`config.mk`:
```
export PLATFORM = sky130hd
export DESIGN_NAME = button_event_slave
export DESIGN_NICKNAME = d
export VERILOG_FILES = /design/src/rtl/button_event_pkg.sv /design/src/rtl/input_debouncer.sv /design/src/rtl/button_event_slave.sv
export SDC_FILE = /design/constraint.sdc
export NUM_CORES = 1
export LEC_CHECK = 0
export ABC_AREA = 1
export CAP_MARGIN = 20
export CORE_ASPECT_RATIO = 0.6
export CORE_UTILIZATION = 55
export CTS_CLUSTER_SIZE = 40
export DETAILED_ROUTE_END_ITERATION = 10
export GPL_TIMING_DRIVEN = 0
export PLACE_DENSITY = 0.75
export SLEW_MARGIN = 10
export SYNTH_ARGS = -nofsm -noshare
export SYNTH_HDL_FRONTEND = slang
export SYNTH_SLANG_ARGS = --single-unit
```
`constraint.sdc`:
```
create_clock -name clk -period 16.65 [get_ports clk]
set_input_delay 3.33 -clock clk [delete_from_list [all_inputs] [get_ports clk]]
set_output_delay 3.33 -clock clk [all_outputs]
set_load 0.03 [all_outputs]
```
`src/rtl/button_event_pkg.sv`:
```
// button_event_pkg: shared constants for the button event peripheral.
// Bit map of the conditioned inputs and the word addresses of the register file.
package button_event_pkg;

    localparam int NUM_IN = 7;

    localparam logic [1:0] ADDR_LEVEL = 2'd0;
    localparam logic [1:0] ADDR_EDGE  = 2'd1;
    localparam logic [1:0] ADDR_MASK  = 2'd2;
    localparam logic [1:0] ADDR_COUNT = 2'd3;

    localparam int BIT_CONTINUE      = 0;
    localparam int BIT_SET_VALUE     = 1;
    localparam int BIT_UP_DOWN_LO    = 2;
    localparam int BIT_LEFT_RIGHT_LO = 4;
    localparam int BIT_AUTO_MANUAL   = 6;

endpackage

```
`src/rtl/input_debouncer.sv`:
```
// input_debouncer: one input bit -- 2-flop synchroniser, stability counter,
// accepted level (stable) and a combinational pulse on the edge where stable
// goes 0->1, so the parent can capture the event on the same clock edge.
module input_debouncer #(
    parameter int DEBOUNCE_CYCLES = 500000
) (
    input  logic clk,
    input  logic reset,
    input  logic raw,
    output logic stable,
    output logic rise_pulse
);

    localparam int CW = $clog2(DEBOUNCE_CYCLES);
    localparam logic [CW-1:0] CNT_MAX = CW'(DEBOUNCE_CYCLES - 1);

    logic          meta;
    logic          sync;
    logic [CW-1:0] cnt;
    logic          flip;

    // The counter has seen DEBOUNCE_CYCLES-1 mismatching cycles and this one mismatches too.
    assign flip       = (sync != stable) && (cnt == CNT_MAX);
    assign rise_pulse = flip && sync;

    // Two-stage synchroniser for the asynchronous pin.
    always_ff @(posedge clk or posedge reset) begin
        if (reset) begin
            meta <= 1'b0;
            sync <= 1'b0;
        end else begin
            meta <= raw;
            sync <= meta;
        end
    end

    // Any agreement restarts the count; a full run of disagreement accepts the new level.
    always_ff @(posedge clk or posedge reset) begin
        if (reset) begin
            cnt    <= '0;
            stable <= 1'b0;
        end else if (sync == stable) begin
            cnt <= '0;
        end else if (flip) begin
            stable <= sync;
            cnt    <= '0;
        end else begin
            cnt <= cnt + 1'b1;
        end
    end

endmodule

```
`src/rtl/button_event_slave.sv`:
```
// button_event_slave: Avalon-MM slave exposing debounced levels, W1C rising-edge
// capture, an interrupt mask and (with BTN_EVT_COUNTER_EN defined) a saturating
// 8-bit event counter at address 3. Without the macro address 3 reads 0.
// Reads have a fixed latency of one cycle and return pre-write state.
module button_event_slave
    import button_event_pkg::*;
#(
    parameter int DEBOUNCE_CYCLES = 500000
) (
    input  logic        clk,
    input  logic        reset,
    input  logic [6:0]  raw_in,
    input  logic [1:0]  address,
    input  logic        read,
    input  logic        write,
    input  logic [31:0] writedata,
    output logic [31:0] readdata,
    output logic        readdatavalid,
    output logic        irq
);

    logic [NUM_IN-1:0] level;
    logic [NUM_IN-1:0] rise;
    logic [NUM_IN-1:0] evt_q;
    logic [NUM_IN-1:0] mask_q;
    logic [NUM_IN-1:0] evt_clr;
    logic [31:0]       count_rd;
    logic [31:0]       rd_mux;
    logic              unused_wdata;

    assign unused_wdata = ^writedata[31:NUM_IN];

    genvar g;
    generate
        for (g = 0; g < NUM_IN; g++) begin : g_in
            input_debouncer #(
                .DEBOUNCE_CYCLES(DEBOUNCE_CYCLES)
            ) u_deb (
                .clk       (clk),
                .reset     (reset),
                .raw       (raw_in[g]),
                .stable    (level[g]),
                .rise_pulse(rise[g])
            );
        end
    endgenerate

    assign evt_clr = (write && address == ADDR_EDGE) ? writedata[NUM_IN-1:0] : '0;

    // Edge capture: clear first, then OR new rises so a colliding set wins.
    always_ff @(posedge clk or posedge reset) begin
        if (reset) evt_q <= '0;
        else       evt_q <= (evt_q & ~evt_clr) | rise;
    end

    // Interrupt mask register.
    always_ff @(posedge clk or posedge reset) begin
        if (reset)                             mask_q <= '0;
        else if (write && address == ADDR_MASK) mask_q <= writedata[NUM_IN-1:0];
    end

    // Registered interrupt from the current captured events and mask.
    always_ff @(posedge clk or posedge reset) begin
        if (reset) irq <= 1'b0;
        else       irq <= |(evt_q & mask_q);
    end

`ifdef BTN_EVT_COUNTER_EN
    logic [7:0] count_q;

    // Counts cycles with at least one new rise; a clear in an event cycle leaves 1.
    always_ff @(posedge clk or posedge reset) begin
        if (reset)                               count_q <= '0;
        else if (write && address == ADDR_COUNT) count_q <= (|rise) ? 8'd1 : 8'd0;
        else if ((|rise) && count_q != 8'hFF)    count_q <= count_q + 8'd1;
    end

    assign count_rd = {24'b0, count_q};
`else
    assign count_rd = '0;
`endif

    // Read mux over pre-write register state.
    always_comb begin
        rd_mux = '0;
        case (address)
            ADDR_LEVEL: rd_mux = {25'b0, level};
            ADDR_EDGE:  rd_mux = {25'b0, evt_q};
            ADDR_MASK:  rd_mux = {25'b0, mask_q};
            ADDR_COUNT: rd_mux = count_rd;
            default:    rd_mux = '0;
        endcase
    end

    // One-cycle read response; readdata holds until the next read.
    always_ff @(posedge clk or posedge reset) begin
        if (reset) begin
            readdata      <= '0;
            readdatavalid <= 1'b0;
        end else begin
            readdatavalid <= read;
            if (read) readdata <= rd_mux;
        end
    end

endmodule

```
Yosys cells after proc, flatten, opt, wreduce, memory -nomap -nowiden. Index checks and enable logic that the tools add are counted.

Word-level logic and storage cells: 116. Register bits after elaboration: 202. Input port bits: 45.

Equality and inequality tests: 24. Reduce and logical (&&, ||, !) cells: 25. Muxes and demuxes: 16. Add/sub/neg operators: 7. Bitwise gates (word level): 11.

Operators by type and width (count): $mux W19 (14); $add A19 B1 Y19 const B (7); $eq A19 B19 Y1 const B (7); $pmux W32 S4 (1); $logic_and A1 B1 Y1 (16); $and A7 B7 Y7 (2); $reduce_and A2 Y1 (7); $eq A1 B1 Y1 (7); $mux W7 (1); $ne A1 B1 Y1 (7); $not A1 Y1 (7); $not A7 Y7 (1); $or A7 B7 Y7 (1); $reduce_or A7 Y1 (1); $eq A2 B2 Y1 const B (2); $eq A2 B1 Y1 const B (1); $logic_not A2 Y1 (1).

Longest topological paths before layout.
Word-level depth: 6. Depth in mapped cells: 9.

Cells and area by module. Synthesis repeated with hierarchy kept, for this count alone.

Cell total of the unflattened synthesis: 1375. Area, all modules: 10103.4 sq um.

By module, submodules not included: input_debouncer (instances 7, sequential area each 550.5 sq um, area an instance 1242.4 sq um, cells an instance 171); button_event_slave (instances 1, sequential area each 575.6 sq um, area an instance 1406.3 sq um, cells an instance 178).

Least setup slack after synthesis. Ideal clock, no wire load.

Kind: input port to flip-flop. Start point: input port address[1]. End point: register mask_q[0]. Stages on the path: 6. Path slack: 12668 ps. Arrival time: 3856 ps. Data required time: 16524 ps. Setup time: 126 ps. Path through: inv_1 -> nor2_4 -> nand2_2 -> buf_6 -> nand2_1 -> o21ai_0.

Cells in the longest elaborated chain, start to end: 2.

RTL lines: from (decl) (RTL line button_event_slave.sv:13) `input logic [1:0] address,`; $eq A2 B2 Y1 (RTL line button_event_slave.sv:59) `else if (write && address == ADDR_MASK) mask_q <= writedata[NUM_IN-1:0];`; $logic_and A1 B1 Y1 (RTL line button_event_slave.sv:59); to (signal assigned) (RTL line button_event_slave.sv:59); to (decl) (RTL line button_event_slave.sv:25) `logic [NUM_IN-1:0] mask_q;`.

Every way passes these cells. A chain may end at the register's enable or synchronous reset.

Worst setup path in the final report.
Start point: register readdata[4]. End point: output port readdata[4].

RTL lines: from (decl) (RTL line button_event_slave.sv:17) `output logic [31:0] readdata,`; from (signal assigned) (RTL line button_event_slave.sv:102) `if (read) readdata <= rd_mux;`.

No word-level cell between the ends.

==> impl_metrics.py <==
metrics = {
    "worst_setup_path": {
        "crit_slowest_cell": "clkdlybuf4s50_1",
        "reg2reg_setup_slack_ns": 15.01,
        "arrival_ns": 1.54,
        "ff2ff_path_depth": 8,
        "endpoint_kind": "primary output",
        "cp.required_ns": 13.32,
        "critPathMaxStageDelay_ns": 0.69,
        "critPathTopFamily": "buffers and inverters",
        "path_buf_inv": 1,
        "path_max_fanout": 2,
        "path_depth": 1,
        "r2r_end": "g_in[4].u_deb.cnt[18]$_DFF_PP0_",
        "path_class": "flop to primary output",
        "path_cells": "clkdlybuf4s50_1",
        "crit_path_start": "readdata[4]$_DFFE_PP0P_",
        "reg2reg_from": "g_in[4].u_deb.cnt[0]$_DFF_PP0_",
        "start_kind": "flop",
    },
    "grt": {
        "grt_pass1_vias": 7008,
        "gr-usage-all-layers": 0.2448,
        "grt_pass1_wl_mm": 33.80,
        "gr-total-overflow": 0,
        "grt_max_degree": 101,
        "antenna_found_initial": 0,
    },
    "yosys": {
        "netlist_area_um2": 9375,
        "yosysSeqAreaShare": 0.4724,
        "ys_top_cells_by_area": "dfrtp_1, nor2_1, nand2_1",
        "ys_ff_latch": 177,
        "yosysTopAreaCellShare": 0.4724,
        "yosysWarnings": 0,
        "synth_cell_type_count": 30,
        "syn_area_per_cell_um2": 7.813,
        "synth_top_cell_by_area": "dfrtp_1",
        "synth_edf_count": 0,
        "synthCells": 1200,
        "async_flop_share": 1.000,
        "synthFlopType": "dfrtp_1",
    },
    "hold_path": {
        "min_from": "g_in[1].u_deb.meta$_DFF_PP0_",
        "hold-path-endpoint": "g_in[1].u_deb.sync$_DFF_PP0_",
        "hold_depth": 0,
        "hp-class": "flop to flop",
    },
    "place": {
        "hpwlAfterDp_mm": 14.03,
        "numPortBuffers": 28,
        "routabilityCongestion": 0.8832,
    },
    "sta": {
        "skew_ns": 0.01475,
        "fmax_ghz": 0.2053,
        "rsz0062_at_grt": "false",
        "fin_crit_sh": 0.2926,
        "setup_tns_ns": 0,
        "finalCriticalPeriod_ns": 4.872,
        "setup_violations": 0,
        "hold_ws_ns": 0.3499,
        "hold_viol": 0,
        "worst_pin_slew_ns": 0.6821,
        "drv_slew": 0,
        "max-slew-margin-rel": 0.5453,
    },
    "clock_network": {
        "cts.path.max_buffers": 2,
        "hold_buffers": 0,
        "cts_sinks": 177,
        "clock_latency_ns": 0.43,
        "cts_setup_buffers": 0,
        "cts-root-buf": "clkbuf_16",
        "cts.repair.resized": 0,
        "clk_pin_slew_ns": 0.07,
        "htree_levels": 4,
        "cts_buffers": 17,
        "cts_tree": "yes",
    },
    "die": {
        "die_w_um": 170.6,
        "io_pins": 79,
        "die_area_um2": 17590,
        "coreArea_um2": 16440,
        "rows": 36,
        "start_util": 0.5702,
        "die_h_um": 103.1,
    },
    "detailed_routing": {
        "num_vias": 7589,
        "drt-total-wl_mm": 19.65,
        "dr.first_iter.drc_count": 733,
        "detail-route-antenna-nets": 0,
        "post_drt_via_cell_ratio": 5.019,
        "first_pass_iters": 8,
        "drc": 0,
        "routedWlPerCell_um": 12.99,
    },
    "power": {
        "leakage_uw": 0.004693,
        "vdd_drop_max_uv": 71.30,
        "power.density_nw_per_um2": 87.61,
    },
    "status": {
        "status": "finished clean",
    },
    "final_layout": {
        "nNetsFinal": 1324,
        "n_antenna_cell": 0,
        "area_growth_syn_to_layout_pct": 13.99,
        "layout-drive-gt1-share": 0.1145,
        "nFillCells": 1366,
    },
    "flow_run": {
        "maxCapViolCount": 0,
    },
}
==> cell usage in the layout, fill, tap and decap left out, types with 5 or more instances in the layout <==
master	synthesis	layout
inv_1	129	128
a41oi_1	7	7
clkbuf_16	0	17
ha_1	7	7
buf_4	25	25
nor3_1	13	13
clkdlybuf4s50_1	0	28
nor2_2	29	29
xor2_1	37	37
buf_2	7	7
xnor2_1	26	26
conb_1	1	25
o21ai_1	11	11
nand3_1	84	84
nor2_4	17	17
a21oi_1	22	22
o21ai_0	18	18
o22ai_1	5	5
nand2_2	30	30
dfrtp_1	177	177
nand2_1	256	256
nor2_1	264	264
and2_1	5	5
nand4_1	16	16
==> how the worst max path moves through the flow <==
stage,slack [ns],end
final,11.78,readdata[4]
after global routing,11.75,readdata[4]
after CTS,11.79,readdata[4]
after detailed placement,11.78,evt_q[5]$_DFF_PP0_
after global placement,6.18,g_in[1].u_deb.cnt[0]$_DFF_PP0_
after floorplan,8.52,evt_q[0]$_DFF_PP0_
==> registers in the layout (all words and copies together), names as in the netlist <==
signal,flops
evt_q,7
g_in.u_deb.cnt,133
g_in.u_deb.meta,7
g_in.u_deb.stable,7
g_in.u_deb.sync,7
irq,1
mask_q,7
readdata,7
readdatavalid,1
==> per-stage QoR <==
step / util / instances / power (uW) / area, um2 / setup slack (ns)
6_report: 0.6500 / 1512 / 936.2 / 10690 / 11.78
5_1_grt: 0.6500 / 1512 / 970.4 / 10690 / 11.75
4_1_cts: 0.6500 / 1512 / 943.4 / 10690 / 11.79
3_5_place_dp: 0.6123 / 1481 / 523.9 / 10070 / 11.78
3_3_place_gp: 0.6101 / 1480 / 521.7 / 10030 / 6.180
2_1_floorplan: - / 1224 / 501.4 / 9465 / 8.518
==> routing by layer <==
metal / routed length (um) / track usage
met5: 0 / 0
met4: 172 / 0.06930
met3: 1062 / 0.04376
met2: 8315 / 0.3689
met1: 10100 / 0.3629
==> cell type report <==
class	count	area, um2	area share
Sequential cell	177	4429	0.4145
Multi-Input combinational cell	884	4314	0.4037
Inverter	129	491.7	0.04601
Clock buffer	18	439.2	0.04110
Timing Repair Buffer	29	307.8	0.02880
Tap cell	228	285.3	0.02669
Buffer	34	237.7	0.02225
Clock inverter	13	181.4	0.01698
==> kinds of logic (layout without fill, tap and decap cells) <==
group | Yosys count | after routing | share of synthesized area
compound gates | 67 | 67 | 0.04031
buf+inv | 163 | 223 | 0.07700
fa+ha+maj | 7 | 7 | 0.009342
xor+xnor | 63 | 63 | 0.05886
simple gates | 722 | 722 | 0.3417
flops | 177 | 177 | 0.4724
other cells | 1 | 25 | 0.0004000
==> synthesized netlist by cell type, drive strengths merged (2+ instances only) <==
| library cell | number |
|---|---|
| inv | 129 |
| nand4 | 16 |
| o22ai | 5 |
| a21oi | 22 |
| nor3 | 13 |
| dfrtp | 177 |
| nand3b | 2 |
| nand2 | 287 |
| buf | 33 |
| ha | 7 |
| o21bai | 3 |
| xnor2 | 26 |
| a41oi | 7 |
| and2 | 5 |
| xor2 | 37 |
| nand3 | 88 |
| nor2 | 310 |
| o21ai | 29 |
==> power breakdown <==
group	switching (uW)	total, uW	leakage [uW]	internal (uW)
clock	178	421	0.000297	243
combinational	42.1	64.9	0.00200	22.8
sequential	8.39	450	0.00240	442
No activity file was read; power rests on OpenSTA's default activity.
